==> src/rtl/tpu_command_feeder_pkg.sv <==
// Shared constants for the TPU command path: opcode values, command
// geometry, feeder state encoding and a saturating counter helper.
package tpu_command_feeder_pkg;

    localparam int TPU_CMD_WIDTH = 48;
    localparam int TPU_ARGS_MAX  = (TPU_CMD_WIDTH - 8) / 8;

    localparam logic [7:0] TPU_CLEARSCREEN = 8'h01;
    localparam logic [7:0] TPU_PRINT       = 8'h02;
    localparam logic [7:0] TPU_LOCATE      = 8'h03;
    localparam logic [7:0] TPU_SETATTR     = 8'h04;
    localparam logic [7:0] TPU_SETMASK     = 8'h05;

    typedef enum logic [2:0] {
        ST_OPCODE,
        ST_ARGS,
        ST_ISSUE,
        ST_GUARD,
        ST_WAIT_DONE
    } feeder_state_t;

    // Increment an 8-bit error counter, sticking at 255.
    function automatic logic [7:0] sat_inc8(input logic [7:0] value);
        return (value == 8'hFF) ? value : value + 8'd1;
    endfunction

endpackage

==> src/rtl/tpu_opcode_decode.sv <==
// Combinational opcode decoder: tells a command source how many argument
// bytes follow an opcode and whether the opcode is known at all.
module tpu_opcode_decode
    import tpu_command_feeder_pkg::*;
(
    input  logic [7:0] opcode,
    output logic [2:0] arg_count,
    output logic       valid
);

    // Map each known opcode to its argument byte count; unknown ones are invalid.
    always_comb begin
        arg_count = 3'd0;
        valid     = 1'b0;
        case (opcode)
            TPU_CLEARSCREEN: begin valid = 1'b1; arg_count = 3'd0; end
            TPU_PRINT:       begin valid = 1'b1; arg_count = 3'd1; end
            TPU_LOCATE:      begin valid = 1'b1; arg_count = 3'd2; end
            TPU_SETATTR:     begin valid = 1'b1; arg_count = 3'd2; end
            TPU_SETMASK:     begin valid = 1'b1; arg_count = 3'd3; end
            default:         begin valid = 1'b0; arg_count = 3'd0; end
        endcase
    end

endmodule

==> src/rtl/tpu_command_feeder.sv <==
// Assembles TPU commands from a byte stream, strobes execute, and holds the
// command word stable until the TPU reports it is no longer busy.
module tpu_command_feeder
    import tpu_command_feeder_pkg::*;
#(
    parameter int BYTE_TIMEOUT  = 50000,
    parameter int TIMEOUT_WIDTH = 16
) (
    input  logic                     clk,
    input  logic                     reset,
    input  logic                     in_valid,
    input  logic [7:0]               in_data,
    output logic                     in_ready,
    input  logic                     busy,
    output logic                     execute,
    output logic [TPU_CMD_WIDTH-1:0] command,
    output logic                     sync_error,
    output logic [7:0]               error_count
);

    localparam logic [TIMEOUT_WIDTH-1:0] TIMEOUT_LAST = TIMEOUT_WIDTH'(BYTE_TIMEOUT - 1);

    feeder_state_t            state;
    logic [TIMEOUT_WIDTH-1:0] idle_count;
    logic [2:0]               arg_index;
    logic [2:0]               arg_total;
    logic [2:0]               op_args;
    logic                     op_valid;
    logic                     accept;
    logic [5:0]               arg_lsb;

    tpu_opcode_decode u_decode (
        .opcode    (in_data),
        .arg_count (op_args),
        .valid     (op_valid)
    );

    assign in_ready = reset && ((state == ST_OPCODE) || (state == ST_ARGS));
    assign accept   = in_valid && in_ready;
    assign arg_lsb  = {arg_index, 3'b000} + 6'd8;

    // Command assembly FSM with registered execute/sync_error strobes.
    always_ff @(posedge clk) begin
        if (!reset) begin
            state       <= ST_OPCODE;
            command     <= '0;
            execute     <= 1'b0;
            sync_error  <= 1'b0;
            error_count <= 8'd0;
            idle_count  <= '0;
            arg_index   <= 3'd0;
            arg_total   <= 3'd0;
        end else begin
            execute    <= 1'b0;
            sync_error <= 1'b0;
            case (state)
                ST_OPCODE: begin
                    if (accept) begin
                        if (op_valid) begin
                            command    <= {{(TPU_CMD_WIDTH-8){1'b0}}, in_data};
                            arg_index  <= 3'd0;
                            arg_total  <= op_args;
                            idle_count <= '0;
                            if (op_args == 3'd0) begin
                                state   <= ST_ISSUE;
                                execute <= 1'b1;
                            end else begin
                                state <= ST_ARGS;
                            end
                        end else begin
                            sync_error  <= 1'b1;
                            error_count <= sat_inc8(error_count);
                        end
                    end
                end
                ST_ARGS: begin
                    if (accept) begin
                        command[arg_lsb +: 8] <= in_data;
                        arg_index             <= arg_index + 3'd1;
                        idle_count            <= '0;
                        if ((arg_index + 3'd1) == arg_total) begin
                            state   <= ST_ISSUE;
                            execute <= 1'b1;
                        end
                    end else if (idle_count == TIMEOUT_LAST) begin
                        state       <= ST_OPCODE;
                        sync_error  <= 1'b1;
                        error_count <= sat_inc8(error_count);
                        idle_count  <= '0;
                    end else begin
                        idle_count <= idle_count + 1'b1;
                    end
                end
                ST_ISSUE: begin
                    state <= ST_GUARD;
                end
                ST_GUARD: begin
                    state <= ST_WAIT_DONE;
                end
                ST_WAIT_DONE: begin
                    if (!busy) begin
                        state <= ST_OPCODE;
                    end
                end
                default: begin
                    state <= ST_OPCODE;
                end
            endcase
        end
    end

endmodule

==> config.mk <==
export PLATFORM = sky130hd
export DESIGN_NAME = tpu_command_feeder
export DESIGN_NICKNAME = d
export VERILOG_FILES = /design/src/rtl/tpu_command_feeder_pkg.sv /design/src/rtl/tpu_opcode_decode.sv /design/src/rtl/tpu_command_feeder.sv
export SDC_FILE = /design/constraint.sdc
export NUM_CORES = 1
export LEC_CHECK = 0
export BUFFER_PORTS_ARGS = -buffer_cell sky130_fd_sc_hd__buf_4
export CORE_UTILIZATION = 59
export DETAILED_ROUTE_END_ITERATION = 12
export PLACE_DENSITY = 0.89
export SYNTH_ARGS = -nofsm -noshare
export SYNTH_HDL_FRONTEND = slang
export SYNTH_SLANG_ARGS = --single-unit
==> constraint.sdc <==
create_clock -name clk -period 7.8 [get_ports clk]
set_clock_uncertainty 0.2 [all_clocks]
set_input_delay 0.78 -clock clk [delete_from_list [all_inputs] [get_ports clk]]
set_output_delay 0.78 -clock clk [all_outputs]
set_load 0.01 [all_outputs]
# Yosys cells after proc, flatten, opt, wreduce, memory -nomap -nowiden
# Cells that the tools add are included.
# word_totals
elab_cells	90
ramBits	0
inputBits	12
output_inout_bits	59
mem_count	0
mem_bits_ro	0
latchBits	0
register_bits	83
# classes
n_lt_le_gt_ge	0
div	0
n_shift	2
n_reduce_logical	13
n_mul	0
n_bitwise	0
eq_ne	21
n_mux	41
addsub	5
# ops
operator	count
2-to-1 mux 48 bit	3
case mux 48 bit (2 select lines)	1
2-to-1 mux 16 bit	4
bitwise mux 48 bit	1
variable shift 8 x 8 -> 48 bit, first input constant	1
indexed part select 8 x 8 -> 48 bit	1
2-to-1 mux 8 bit	5
case mux 16 bit (2 select lines)	1
2-to-1 mux 3 bit	9
adder 16 x 1 -> 16 bit, second input constant	1
== test 16 bit, second input constant	1
== test 8 x 2 -> 1 bit, second input constant	2
== test 8 x 3 -> 1 bit, second input constant	2
case mux 8 bit (2 select lines)	1
case mux 3 bit (5 select lines)	1
!= test 2 bit, second input constant	6
2-to-1 mux 1 bit	10
AND reduction 5 bit	2
adder 8 x 1 -> 8 bit, second input constant	1
== test 8 x 1 -> 1 bit, second input constant	1
== test 8 bit, second input constant	1
negation 6 -> 8 bit	1
adder 6 x 4 -> 6 bit, second input constant	1
== test 3 x 2 -> 1 bit, second input constant	2
18 further kinds	23

# Longest topological paths before layout
# depth
word_depth	8
mapped_depth	9
ltp_nobuf	8

# Cells and area by module
# Synthesis repeated with hierarchy kept, for this count alone.
# unflattened
cells_unflattened	424
area_unflattened_um2	3768.6
# by_module_without_submodules
module	area_each_um2	cells_per_inst	n_inst	seq_area_each_um2
tpu_command_feeder	3677.3	412	1	1661.6
tpu_opcode_decode	91.3	12	1	0.0

# Worst setup path before layout
# Ideal clock, no wire load.
# synth_timing
path_type	flip-flop to flip-flop
from	reg arg_index[0]
to	reg command[37]
path_buffers	1
t_arrival_ps	2478
path_stages_with_launch	10
period_less_slack_ps	2810
setup_time_ps	132
path_slack_ps	4990
required_ps	7468
cell_sequence	dfxtp_1 ha_1 xnor2_1 ha_1 inv_1 or4b_1 a211oi_2 buf_2 nand2b_1 a21oi_1
# synth_between
elab_chain_cells	6
elab_cells_between_ends	7
classes_between	2 x add/sub; 2 x shift; 3 x mux
# synth_lines
element	line	source
start: declaration	tpu_command_feeder.sv:25	logic [2:0] arg_index;
start signal: assignment	tpu_command_feeder.sv:79	arg_index <= arg_index + 3'd1;
adder 6 x 4 -> 6 bit *	tpu_command_feeder.sv:40	assign arg_lsb = {arg_index, 3'b000} + 6'd8;
negation 6 -> 8 bit *	tpu_command_feeder.sv:78	command[arg_lsb +: 8] <= in_data;
indexed part select 8 x 8 -> 48 bit or variable shift 8 x 8 -> 48 bit (tied branches)	tpu_command_feeder.sv:78	
bitwise mux 48 bit *	tpu_command_feeder.sv:78	
2-to-1 mux 48 bit *	tpu_command_feeder.sv:77	if (accept) begin
case mux 48 bit (2 select lines) *	tpu_command_feeder.sv:56	case (state)
end signal: assignment	tpu_command_feeder.sv:60	command <= {{(TPU_CMD_WIDTH-8){1'b0}}, in_data};
end signal: indexed assignment	tpu_command_feeder.sv:78	
end: declaration	tpu_command_feeder.sv:16	output logic [TPU_CMD_WIDTH-1:0] command,
# Every way passes the cells marked *; elsewhere a longest branch is shown, timed or not. The select of a mux whose other input is x is not followed.
# A chain may end at the register's enable or synchronous reset.

# Worst setup path after layout
# layout_timing
from	reg arg_index[0]
to	reg command[38]
# The elaborated chain is that of the path after synthesis.

==> metrics.log <==
[metrics] run status: finished, final reports clean
[metrics] CTS tree: built
[metrics] Iteration-0 DRC Markers: 167
[metrics] total net switching power: 0.1845 mW
[metrics] Finished Layout Cells: 559
[metrics] CTS sink count: 82
[metrics] data arrival at the endpoint of the critical path: 3.44 ns
[metrics] number of instances in the placed design: 543
[metrics] global-route wire length before repair: 14.28 mm
[metrics] die outline area: 0.006794 mm²
[metrics] minimum clock period after layout: 3.365 ns
[metrics] count of endpoints failing setup in the final report: 0
[metrics] # Post-CTS Setup Buffers: 0
[metrics] total track usage: 0.2782
[metrics] via count of the first global-routing pass: 3070
[metrics] Area growth syn-to-layout: 19.08%
[metrics] commonest cells after routing, fill and taps aside: dfxtp_1, buf_4, nor2_1
[metrics] number of buffers on the longest clock path: 2
[metrics] vias: 3459
[metrics] nature of the critical path startpoint: register
[metrics] Post-Synthesis Net Count: 445
[metrics] number of iterations in the first detailed-routing pass: 5
[metrics] clock transition at the register clock pins on the worst setup and hold paths after CTS: 0.08 ns
[metrics] Resize count post-CTS: 0
[metrics] Max-cap violations: 0
[metrics] kind of critical path: register to register
[metrics] estimated wirelength of the detail-placed design: 6.069 mm
[metrics] worst voltage drop across the vdd grid: 0.1174 mV
[metrics] diode insertion count for antenna repair: 0
[metrics] area of the placeable core: 0.006096 mm²
[metrics] count of nets after finishing: 499
[metrics] total congestion overflow after global routing: 0
[metrics] average footprint of a synthesized cell: 8.979 µm²
[metrics] largest fanout of any net on the critical path: 15
[metrics] count of standard-cell rows: 28
[metrics] Switching Fraction: 0.2321
[metrics] count of flip-flops with a built-in enable after synthesis: 0
[metrics] Final Max Tran Viols: 0
[metrics] number of library cell types mapped by synthesis: 58
[metrics] fraction of synthesis flops using an asynchronous set or reset pin: 0
[metrics] class of the worst hold path: register to register
[metrics] Period Utilization, post-route: 0.4314
[metrics] via density per instance: 6.188
[metrics] final-report hold violation count: 0
[metrics] count of input and output buffers: 70
[metrics] fraction of power consumed by sequential logic: 0.529
[metrics] capturing element type of the critical path: register
[metrics] width of the die: 82.43 µm
[metrics] DR DRC count: 0
[metrics] reported leakage power: 1.677 nW
[metrics] weighted congestion reported at the end of routability-driven placement: 0.8524
[metrics] max_slew headroom: 0.2928
[metrics] fraction of final layout cells sized beyond drive strength 1: 0.2004
[metrics] cell at the root of the clock tree: clkbuf_8
[metrics] post-synthesis cell count: 425
[metrics] RSZ-0062 raised after global routing: false
[metrics] routed wire length: 9.094 mm
[metrics] vertical die dimension: 82.43 µm
[metrics] sequential share of the synthesized area: 0.4302
[metrics] Cell Int Power: 0.6105 mW
[metrics] areal power density over the cells: 174.9 mW/mm²
[metrics] leading cell type in the layout, fill and taps excluded: dfxtp_1
[metrics] number of antenna violations at the first check in global routing: 0
[metrics] accumulated negative setup slack: 0 ns
[metrics] count of hold buffers inserted by post-cts repair: 0
[metrics] Synthesis Warnings: 0
[metrics] power share of the combinational group: 0.044
[metrics] wire per inst: 16.27 µm
[metrics] ys flop type: dfxtp_1
[metrics] clock network power share: 0.427
[metrics] summed instance area of the synthesized netlist: 0.003816 mm²
[metrics] Post-DRT Antenna Nets: 0
[metrics] cts bufs inserted: 9
[metrics] Starting Density: 0.6260
[metrics] largest net degree at the start of global routing: 33
[metrics] actual transition at the worst max-transition pin: 1.054 ns
[metrics] number of top-level pins: 71
[metrics] insertion delay to the later sink of the worst-skew pair: 0.36 ns
[metrics] fmax: 297.2 MHz
[metrics] post-synthesis register bit count: 82
[metrics] Max H-tree Level: 3
[metrics] required arrival time at the worst endpoint: 7.87 ns
-- kinds of logic (layout without fill, tap and decap cells) --
kind of cell,after synthesis,count (layout),share of synthesized area
compound gates,94,94,0.1741
fa+ha+maj,8,8,0.02623
buf+inv,39,98,0.04065
xor+xnor,15,15,0.03443
mux,18,18,0.04721
simple gates,169,169,0.2472
flops,82,82,0.4302
-- Yosys cell counts (all sizes together) (2+ instances only) --
master,number,area share
and4,4,0.0092
ha,8,0.026
xnor2,13,0.030
o31ai,7,0.015
dfxtp,82,0.43
a21oi,28,0.037
a31oi,5,0.0082
a22o,16,0.037
mux2i,18,0.047
nor2,38,0.039
nor4b,5,0.011
xor2,2,0.0046
o21ai,16,0.021
inv,12,0.012
nand2b,9,0.015
nand2,35,0.034
nand4,5,0.0082
nor4bb,2,0.0052
or3b,2,0.0046
a211o,3,0.0069
nor4,3,0.0089
o21a,2,0.0039
or4,8,0.017
a211oi,6,0.014
o211ai,2,0.0039
and3,6,0.0098
nor2b,4,0.0066
or3,7,0.013
a41oi,2,0.0095
nor3b,2,0.0052
nand3,26,0.034
buf,9,0.011
clkbuf,18,0.018
nor3,7,0.012
-- worst paths after layout --
kind / to / slack, ns / cells after the start / from
setup reg to reg: command[38]$_SDFFE_PN0P_ / 4.43 / 8 / arg_index[0]$_SDFFE_PN0P_
hold reg to reg: command[26]$_SDFFE_PN0P_ / 0.26 / 2 / command[26]$_SDFFE_PN0P_
setup / recovery: command[38]$_SDFFE_PN0P_ / 4.43 / 8 / arg_index[0]$_SDFFE_PN0P_
hold / removal: command[26]$_SDFFE_PN0P_ / 0.26 / 2 / command[26]$_SDFFE_PN0P_
-- registers in the layout, indices dropped and copies added (netlist names) --
register / cells
arg_total: 2
command: 48
execute: 1
arg_index: 3
idle_count: 16
state: 3
sync_error: 1
error_count: 8
-- layer usage --
layer / vias to the layer above / share of wire / wire length (µm) / GRT usage
met4: 0 / 0.025 / 226 / 0.1281
met5: - / 0 / 0 / 0
met2: 138 / 0.48 / 4330 / 0.4702
met1: 1648 / 0.44 / 4000 / 0.3425
li1: 1647 / - / - / -
met3: 26 / 0.059 / 537 / 0.05055
-- power by group through the flow --
stage          registers, mW  clock network [mW]  logic (mW)
6_report               0.421               0.339      0.0353
5_1_grt                0.421               0.357      0.0373
4_1_cts                0.421               0.338      0.0348
3_5_place_dp           0.430                   0      0.0344
3_3_place_gp           0.430                   0      0.0334
2_1_floorplan          0.431                   0      0.0218
-- metrics by stage --
step | setup slack [ns] | hold WS (ns) | instance area (µm²) | power, mW | utilization
2_1_floorplan | 4.990 | 0.2444 | 3816 | 0.4523 | -
3_3_place_gp | 4.639 | 0.2439 | 4325 | 0.4638 | 0.7096
3_5_place_dp | 4.470 | 0.2547 | 4325 | 0.4648 | 0.7096
4_1_cts | 4.454 | 0.2657 | 4544 | 0.7935 | 0.7455
5_1_grt | 4.195 | 0.2801 | 4544 | 0.8154 | 0.7455
6_report | 4.435 | 0.2610 | 4544 | 0.7950 | 0.7455
-- layout make-up --
| class | count | area, µm² |
|---|---|---|
| fill | 449 | 1551 |
| timing repair buffer | 70 | 525.5 |
| clock buffer | 10 | 127.6 |
| clock inverter | 6 | 91.34 |
| tap | 75 | 93.84 |
| sequential | 82 | 1642 |
| inverter | 12 | 45.04 |
| multi-input combinational | 304 | 2019 |
-- worst max-delay path, stage by stage, from the launching register on --
cell      delay, ns
dfxtp_1        0.39
ha_1           0.27
xnor2_1        0.37
ha_1           0.30
inv_1          0.12
or4b_1         0.60
a211oi_2       0.68
nand3_1        0.18
a21oi_1        0.17
(Power assumes the default switching activity.)
